==> src/rtl/output_port_allocator_pkg.sv <==
// Shared constants for the per-output wormhole allocator.
// Flit ids, FSM states and input-port indices.
package output_port_allocator_pkg;

  localparam int FLIT_W = 3;

  localparam logic [FLIT_W-1:0] FLIT_HEADER = 3'b001;
  localparam logic [FLIT_W-1:0] FLIT_BODY   = 3'b010;
  localparam logic [FLIT_W-1:0] FLIT_TAIL   = 3'b100;

  localparam int PORT_L = 0;
  localparam int PORT_N = 1;
  localparam int PORT_E = 2;
  localparam int PORT_W = 3;
  localparam int PORT_S = 4;

  typedef enum logic {
    ALLOC_IDLE   = 1'b0,
    ALLOC_ACTIVE = 1'b1
  } alloc_state_e;

endpackage

==> src/rtl/output_port_allocator_rr_pick.sv <==
// Round-robin priority picker: first set candidate at or after ptr.
// Produces a one-hot winner plus a valid flag.
module output_port_allocator_rr_pick #(
  parameter int NPORTS = 5,
  parameter int PTR_W  = 3
) (
  input  logic [NPORTS-1:0] cand,
  input  logic [PTR_W-1:0]  ptr,
  output logic [NPORTS-1:0] win,
  output logic              valid
);

  int idx;

  // Scan ptr, ptr+1, ... mod NPORTS and keep the first hit
  always_comb begin
    win   = '0;
    valid = 1'b0;
    idx   = 0;
    for (int k = 0; k < NPORTS; k++) begin
      idx = (int'(ptr) + k) % NPORTS;
      if (!valid && cand[idx]) begin
        win[idx] = 1'b1;
        valid    = 1'b1;
      end
    end
  end

endmodule

==> src/rtl/output_port_allocator.sv <==
// Per-output wormhole allocator: locks the output to one input
// for a whole packet, with round-robin fairness and a watchdog.
module output_port_allocator
  import output_port_allocator_pkg::*;
#(
  parameter int NPORTS  = 5,
  parameter int ID_W    = 3,
  parameter int LEN_W   = 12,
  parameter int TIMEOUT = 1024,
  parameter int TO_W    = 10
) (
  input  logic                    clk,
  input  logic                    rst,
  input  logic [NPORTS-1:0]       req,
  input  logic [NPORTS*ID_W-1:0]  flit_id,
  input  logic [NPORTS*LEN_W-1:0] pkt_len,
  input  logic                    dcts,
  output logic [NPORTS-1:0]       grant,
  output logic [NPORTS-1:0]       sel,
  output logic                    busy,
  output logic                    pkt_done,
  output logic                    err_timeout
);

  localparam int PTR_W = $clog2(NPORTS);
  localparam logic [TO_W-1:0] WD_MAX = TO_W'(TIMEOUT - 1);
  localparam logic [NPORTS-1:0] ONE = NPORTS'(1);

  alloc_state_e      state;
  logic [PTR_W-1:0]  owner;
  logic [PTR_W-1:0]  rr_ptr;
  logic [PTR_W-1:0]  next_ptr;
  logic [PTR_W-1:0]  win_idx;
  logic [LEN_W-1:0]  cnt;
  logic [TO_W-1:0]   wdog;
  logic [ID_W-1:0]   ids  [NPORTS];
  logic [LEN_W-1:0]  lens [NPORTS];
  logic [NPORTS-1:0] cand;
  logic [NPORTS-1:0] win;
  logic              win_valid;
  logic [NPORTS-1:0] own_oh;
  logic              grant_en;
  logic              last;

  // Unpack the FIFO-head fields and form header-only candidates
  always_comb begin
    cand = '0;
    for (int i = 0; i < NPORTS; i++) begin
      ids[i]  = flit_id[i*ID_W +: ID_W];
      lens[i] = pkt_len[i*LEN_W +: LEN_W];
      cand[i] = req[i] && (ids[i] == ID_W'(FLIT_HEADER));
    end
  end

  output_port_allocator_rr_pick #(
    .NPORTS (NPORTS),
    .PTR_W  (PTR_W)
  ) u_pick (
    .cand  (cand),
    .ptr   (rr_ptr),
    .win   (win),
    .valid (win_valid)
  );

  // Convert the one-hot winner into an owner index
  always_comb begin
    win_idx = '0;
    for (int i = 0; i < NPORTS; i++) begin
      if (win[i]) win_idx = PTR_W'(i);
    end
  end

  assign own_oh   = ONE << owner;
  assign busy     = (state == ALLOC_ACTIVE);
  assign sel      = busy ? own_oh : '0;
  assign grant_en = busy && dcts && req[owner];
  assign grant    = grant_en ? own_oh : '0;
  assign last     = (cnt <= LEN_W'(1)) ||
                    (ids[owner] == ID_W'(FLIT_TAIL));
  assign next_ptr = (owner == PTR_W'(NPORTS - 1)) ?
                    '0 : owner + PTR_W'(1);

  // Lock FSM with length counter, watchdog and pulse outputs
  always_ff @(posedge clk) begin
    if (rst) begin
      state       <= ALLOC_IDLE;
      owner       <= '0;
      rr_ptr      <= '0;
      cnt         <= '0;
      wdog        <= '0;
      pkt_done    <= 1'b0;
      err_timeout <= 1'b0;
    end else begin
      pkt_done    <= 1'b0;
      err_timeout <= 1'b0;
      unique case (state)
        ALLOC_IDLE: begin
          if (win_valid) begin
            state <= ALLOC_ACTIVE;
            owner <= win_idx;
            cnt   <= lens[win_idx];
            wdog  <= '0;
          end
        end
        ALLOC_ACTIVE: begin
          if (grant_en) begin
            wdog <= '0;
            if (cnt != '0) cnt <= cnt - LEN_W'(1);
            if (last) begin
              state    <= ALLOC_IDLE;
              rr_ptr   <= next_ptr;
              pkt_done <= 1'b1;
            end
          end else if (wdog == WD_MAX) begin
            state       <= ALLOC_IDLE;
            rr_ptr      <= next_ptr;
            err_timeout <= 1'b1;
          end else begin
            wdog <= wdog + TO_W'(1);
          end
        end
        default: state <= ALLOC_IDLE;
      endcase
    end
  end

endmodule

==> config.mk <==
export PLATFORM = sky130hd
export DESIGN_NAME = output_port_allocator
export DESIGN_NICKNAME = d
export VERILOG_FILES = /design/src/rtl/output_port_allocator_pkg.sv /design/src/rtl/output_port_allocator_rr_pick.sv /design/src/rtl/output_port_allocator.sv
export SDC_FILE = /design/constraint.sdc
export NUM_CORES = 1
export LEC_CHECK = 0
export BUFFER_PORTS_ARGS = -buffer_cell sky130_fd_sc_hd__buf_4
export CORE_AREA = 2 2 104 106
export CTS_CLUSTER_DIAMETER = 120
export DETAILED_ROUTE_END_ITERATION = 6
export DIE_AREA = 0 0 106 108
export MAX_ROUTING_LAYER = met4
export PLACE_DENSITY = 0.73
export SLEW_MARGIN = 20
export SYNTH_ARGS = -nofsm -noshare
export SYNTH_HDL_FRONTEND = slang
export SYNTH_SLANG_ARGS = --single-unit
export TNS_END_PERCENT = 10
==> constraint.sdc <==
create_clock -name clk -period 9.3 [get_ports clk]
set_clock_uncertainty 0.1 [all_clocks]
set_input_delay 0.465 -clock clk [delete_from_list [all_inputs] [get_ports clk]]
set_output_delay 0.465 -clock clk [all_outputs]
set_load 0.1 [all_outputs]
Yosys cells after proc, flatten, opt, wreduce, memory -nomap -nowiden
Cells that the tools add are included.

storage, ports and cells
  flip-flop bits (word level) = 31
  word-level logic and storage cells = 152
  input port bits = 83

cells by class
  order comparisons = 14
  add/sub/neg operators = 7
  reductions and logical operators = 29
  bitwise gates (word level) = 8
  divide/modulo/power cells = 5
  mux-type cells = 68
  shifts and indexed selects = 1
  equality and inequality tests = 13

operator list
  kind                   number
  $ge 32x1->1 const B    5
  $lt 32x5->1 const B    5
  $mod 32x4->32 const B  4
  $mux 12                5
  $bmux 12 s3            1
  $mux 5                 7
  $mod 4x4->32 const B   1
  $mux 10                3
  $mux 1                 28
  $mux 3                 9
  $pmux 12 s2            1
  $or 5x5->5             4
  $pmux 10 s2            1
  $bmux 1 s3             6
  $logic_and 1x1->1      16
  $demux 1 s3            5
  $eq 3x1->1 const B     5
  $le 12x1->1 const B    1
  $reduce_bool 12->1     1
  $sub 12x1->12 const B  1
  $add 10x1->10 const B  1
  $eq 10x10->1 const B   1
  $bmux 3 s3             1
  $add 3x2->4 const B    2
  other kinds (18)       31

Longest topological paths before layout
  word-level depth = 28
  mapped depth = 24
  gate-level depth less buffers = 20

Hierarchy
Synthesis repeated with hierarchy kept, for this count alone.

unflattened totals
  cells, all modules = 647
  area total of the unflattened synthesis = 4,629.4 µm²

modules (own cells, without submodules)
  module                         area each (µm²)  cells each  times used
  output_port_allocator          2,494.9          329         1
  output_port_allocator_rr_pick  2,134.5          318         1

Worst setup path before layout
OpenSTA, ideal clock, no wires.

  kind = reg2reg
  from = reg rr_ptr[0]
  to = reg cnt[8]
  data arrival time = 4.858 ns
  required time = 9.069 ns
  setup slack = 4.211 ns
  cell stages (with the launch flop) = 21
  library setup time = 0.131 ns
  cell sequence = dfxtp_1 > buf_2 > inv_1 > clkbuf_1 > ha_1 > inv_2 > ha_1 > inv_1 > ha_1 > nor2b_1 > o21ai_1 > a211oi_2 > mux2_4 > a2111oi_4 > nor3b_1 > nor3b_4 > or2_2 > buf_2 > nand2b_1 > a22oi_1 > o2bb2ai_1

between the ends
  longest elaborated chain between the ends = 27
  elaborated cells between the ends (all ways) = 83
  classes of those cells = add/sub (4); div (5); order compare (10); eq/ne (1); mux (44); bitwise (5); reduce/logical (14)

ends and longest elaborated chain
  what                                                                    RTL line                      RTL
  start: declaration                                                      output_port_allocator.sv:31   logic [PTR_W-1:0] rr_ptr;
  start signal: assignment                                                output_port_allocator.sv:111  rr_ptr <= next_ptr;
  start signal: assignment                                                output_port_allocator.sv:116  rr_ptr <= next_ptr;
  parallel branches: the longest is 27 deep, another holds $mod 32x4->32  -
  end signal: assignment                                                  output_port_allocator.sv:101  cnt <= lens[win_idx];
  end signal: assignment                                                  output_port_allocator.sv:108  if (cnt != '0) cnt <= cnt - LEN_W'(1);
  end: declaration                                                        output_port_allocator.sv:34   logic [LEN_W-1:0] cnt;

Parallel ways; which one is timed is not known. The select of a mux whose other input is x is not followed.
A chain may end at the register's enable or synchronous reset.

Worst setup path after layout
  from = reg rr_ptr[0]
  to = reg cnt[9]

The elaborated chain is that of the path after synthesis.

==> reports/metrics.cfg <==
[status]
status = complete, no violations

[global_route]
grt_max_degree = 32
grt_pass1_vias = 4620
antenna_found_initial = 0
grt_usage = 0.2552
grt_overflow = 0
grt_pass1_wl_um = 23020

[setup_path]
worstPathCellList = buf_4 -> inv_1 -> ha_1 -> inv_2 -> ha_1 -> inv_1 -> ha_1 -> nor2b_1 -> o21ai_1 -> a211oi_2 -> mux2_4 -> a2111oi_4 -> o21ai_1 -> nand3_2 -> mux2i_1 -> o221ai_1 -> a31o_1
critPathKind = reg -> reg
cp.arrival_ns = 6.04
end_kind = flop
critPathBufInv = 4
cp-start-kind = flop
worst_ep_required_time_ns = 9.38
cp_max_fo = 28
slowest_stage = ha_1
crit_family = compound AO/OA/AOI/OAI gates
critPathMaxStageDelay_ns = 0.74
cp_common_cell = ha_1

[synth]
post-synth-top-count-cell = nor2_1
synth_ff_type = dfxtp_1
synth_common_cells = nor2_1 (50), nand2_1 (49), a21oi_1 (48)
syn_avg_cell_area_sq_um = 7.741
yosysTopAreaCell = dfxtp_1
syn_area_sq_um = 4513
synth-edff-count = 0
synth_top_cell_area_share = 0.1375
syn_inst = 583
async_flop_share = 0
syn-num-nets = 700
yosysSeqAreaShare = 0.1375
ys_warn_count = 0
synth_cell_type_count = 95
synth_area_leaders = dfxtp_1 (14%), ha_1 (9.4%), mux2i_1 (6.2%)
ys_ff_latch = 31

[timing]
max_slew_margin = 0.1845
tightest_slew_ns = 1.207
maxSlewViolCount = 0
min_period_over_period = 0.6408
tns_ns = 0
hold_ws_ns = 0.3701
min_period_ns = 5.960
final-setup-viol-count = 0
hold_violations = 0
grt_setup_unrepaired = false
fmax_ghz = 0.1678

[floorplanning]
core_area_sq_um = 10230
io_pins = 96
fp.dieH_um = 108
die_w_um = 106
die_area_sq_um = 11450
start_util = 0.4411
rows = 37

[clocking]
post_cts_buffers = 0
cts_hold_buf = 0
cts_max_level = 2
clock_sinks = 31
cts_buffers = 5
clk_latency_ns = 0.29
cts_tree = done
cts.repair.resized = 0
ctsLongestPathBuffers = 2
cts_root_buffer = clkbuf_8
clk_pin_slew_ns = 0.07

[place]
dpl.hpwl_um = 11470
place.gp.congestion = 0.9627
port_buffers = 95

[finish]
antenna_cells = 0
drive_gt1_frac = 0.2628
finalNetCount = 778
synthToLayoutAreaGrowth_pct = 19.16

[pwr]
powerDensity_nw_per_um2 = 117.5
max-vdd-ir-drop_mv = 0.1339
p_leak_nw = 2.195
power_mw = 0.6320

[detailed_routing]
routedWlPerCell_um = 18.09
vias = 4912
drt_wl_total_um = 14430
drtIter0Drc = 355
drt-pass1-iter-count = 4
via_per_inst = 6.155
ant_nets = 0
drc = 0

[flow_run]
drv_cap = 0

[min_path]
hold_class = in -> reg

==> routing by layer <==
layer	part of all wire	global-route usage	up-vias	wire [um]
li1	-	-	2355	-
met1	0.44	0.3425	2350	6423
met2	0.48	0.4175	186	6910
met3	0.060	0.02773	21	860
met4	0.017	0.05545	0	239
met5	0	-	-	0
==> power breakdown <==
part | total, mW | switching (mW) | internal, mW
combinational | 0.342 | 0.206 | 0.136
sequential | 0.169 | 0.0204 | 0.148
clock | 0.121 | 0.0536 | 0.0673
total | 0.632 | 0.280 | 0.352
==> through the flow <==
step           std cells  cell area (sq um)  setup WS (ns)  utilization
2_1_floorplan        583               4513          4.211            -
3_3_place_gp         790               5268          3.611       0.5149
3_5_place_dp         790               5268          3.394       0.5149
4_1_cts              798               5371          3.395       0.5250
5_1_grt              798               5378          2.890       0.5256
6_report             798               5378          3.340       0.5256
==> worst register-to-register path: stages (launching register included) <==
cell       delay [ns]
dfxtp_1          0.31
buf_4            0.31
inv_1            0.36
ha_1             0.74
inv_2            0.22
ha_1             0.23
inv_1            0.05
ha_1             0.24
nor2b_1          0.17
o21ai_1          0.12
a211oi_2         0.47
mux2_4           0.37
a2111oi_4        0.63
o21ai_1          0.29
nand3_2          0.51
mux2i_1          0.28
o221ai_1         0.21
a31o_1           0.26
==> cell type report <==
| type | instances | area, sq um |
|---|---|---|
| multi-input combinational | 489 | 3608 |
| inverter | 35 | 131.4 |
| tap | 136 | 170.2 |
| sequential | 31 | 620.6 |
| clock buffer | 7 | 96.34 |
| timing repair buffer | 99 | 743.2 |
| clock inverter | 1 | 7.507 |
| fill | 967 | 4853 |
==> registers in the layout (all words and copies together), names as in the netlist <==
signal / flops
busy: 1
cnt: 12
pkt_done: 1
owner: 3
rr_ptr: 3
err_timeout: 1
wdog: 10
==> placed cells by master, fill, tap and decap left out, types with 11 or more instances in the layout <==
cell	n
a21oi_1	48
nand2_1	49
and3_1	14
buf_4	99
o21ai_0	21
dfxtp_1	31
ha_1	34
nor2_1	50
a211oi_1	11
nor3_1	14
mux2i_1	28
inv_1	29
nand3_1	15
==> worst paths after layout <==
kind              slack (ns)        start  cells past startpoint      end
setup reg to reg        3.34    rr_ptr[0]                     17   cnt[9]
hold / removal          0.37  pkt_len[58]                      3  cnt[10]
setup / recovery        3.34    rr_ptr[0]                     17   cnt[9]
hold reg to reg         0.40      wdog[2]                      2  wdog[2]
==> logic make-up (layout without fill, tap and decap cells) <==
logic type,Yosys count,in the layout,synth area share
fa+ha+maj,34,34,0.09426
xor+xnor,11,11,0.02301
mux,39,39,0.1001
buf+inv,63,142,0.06432
flops,31,31,0.1375
simple gates,215,215,0.2556
compound gates,190,190,0.3252
Note: power is estimated with default switching activity, not from simulation.
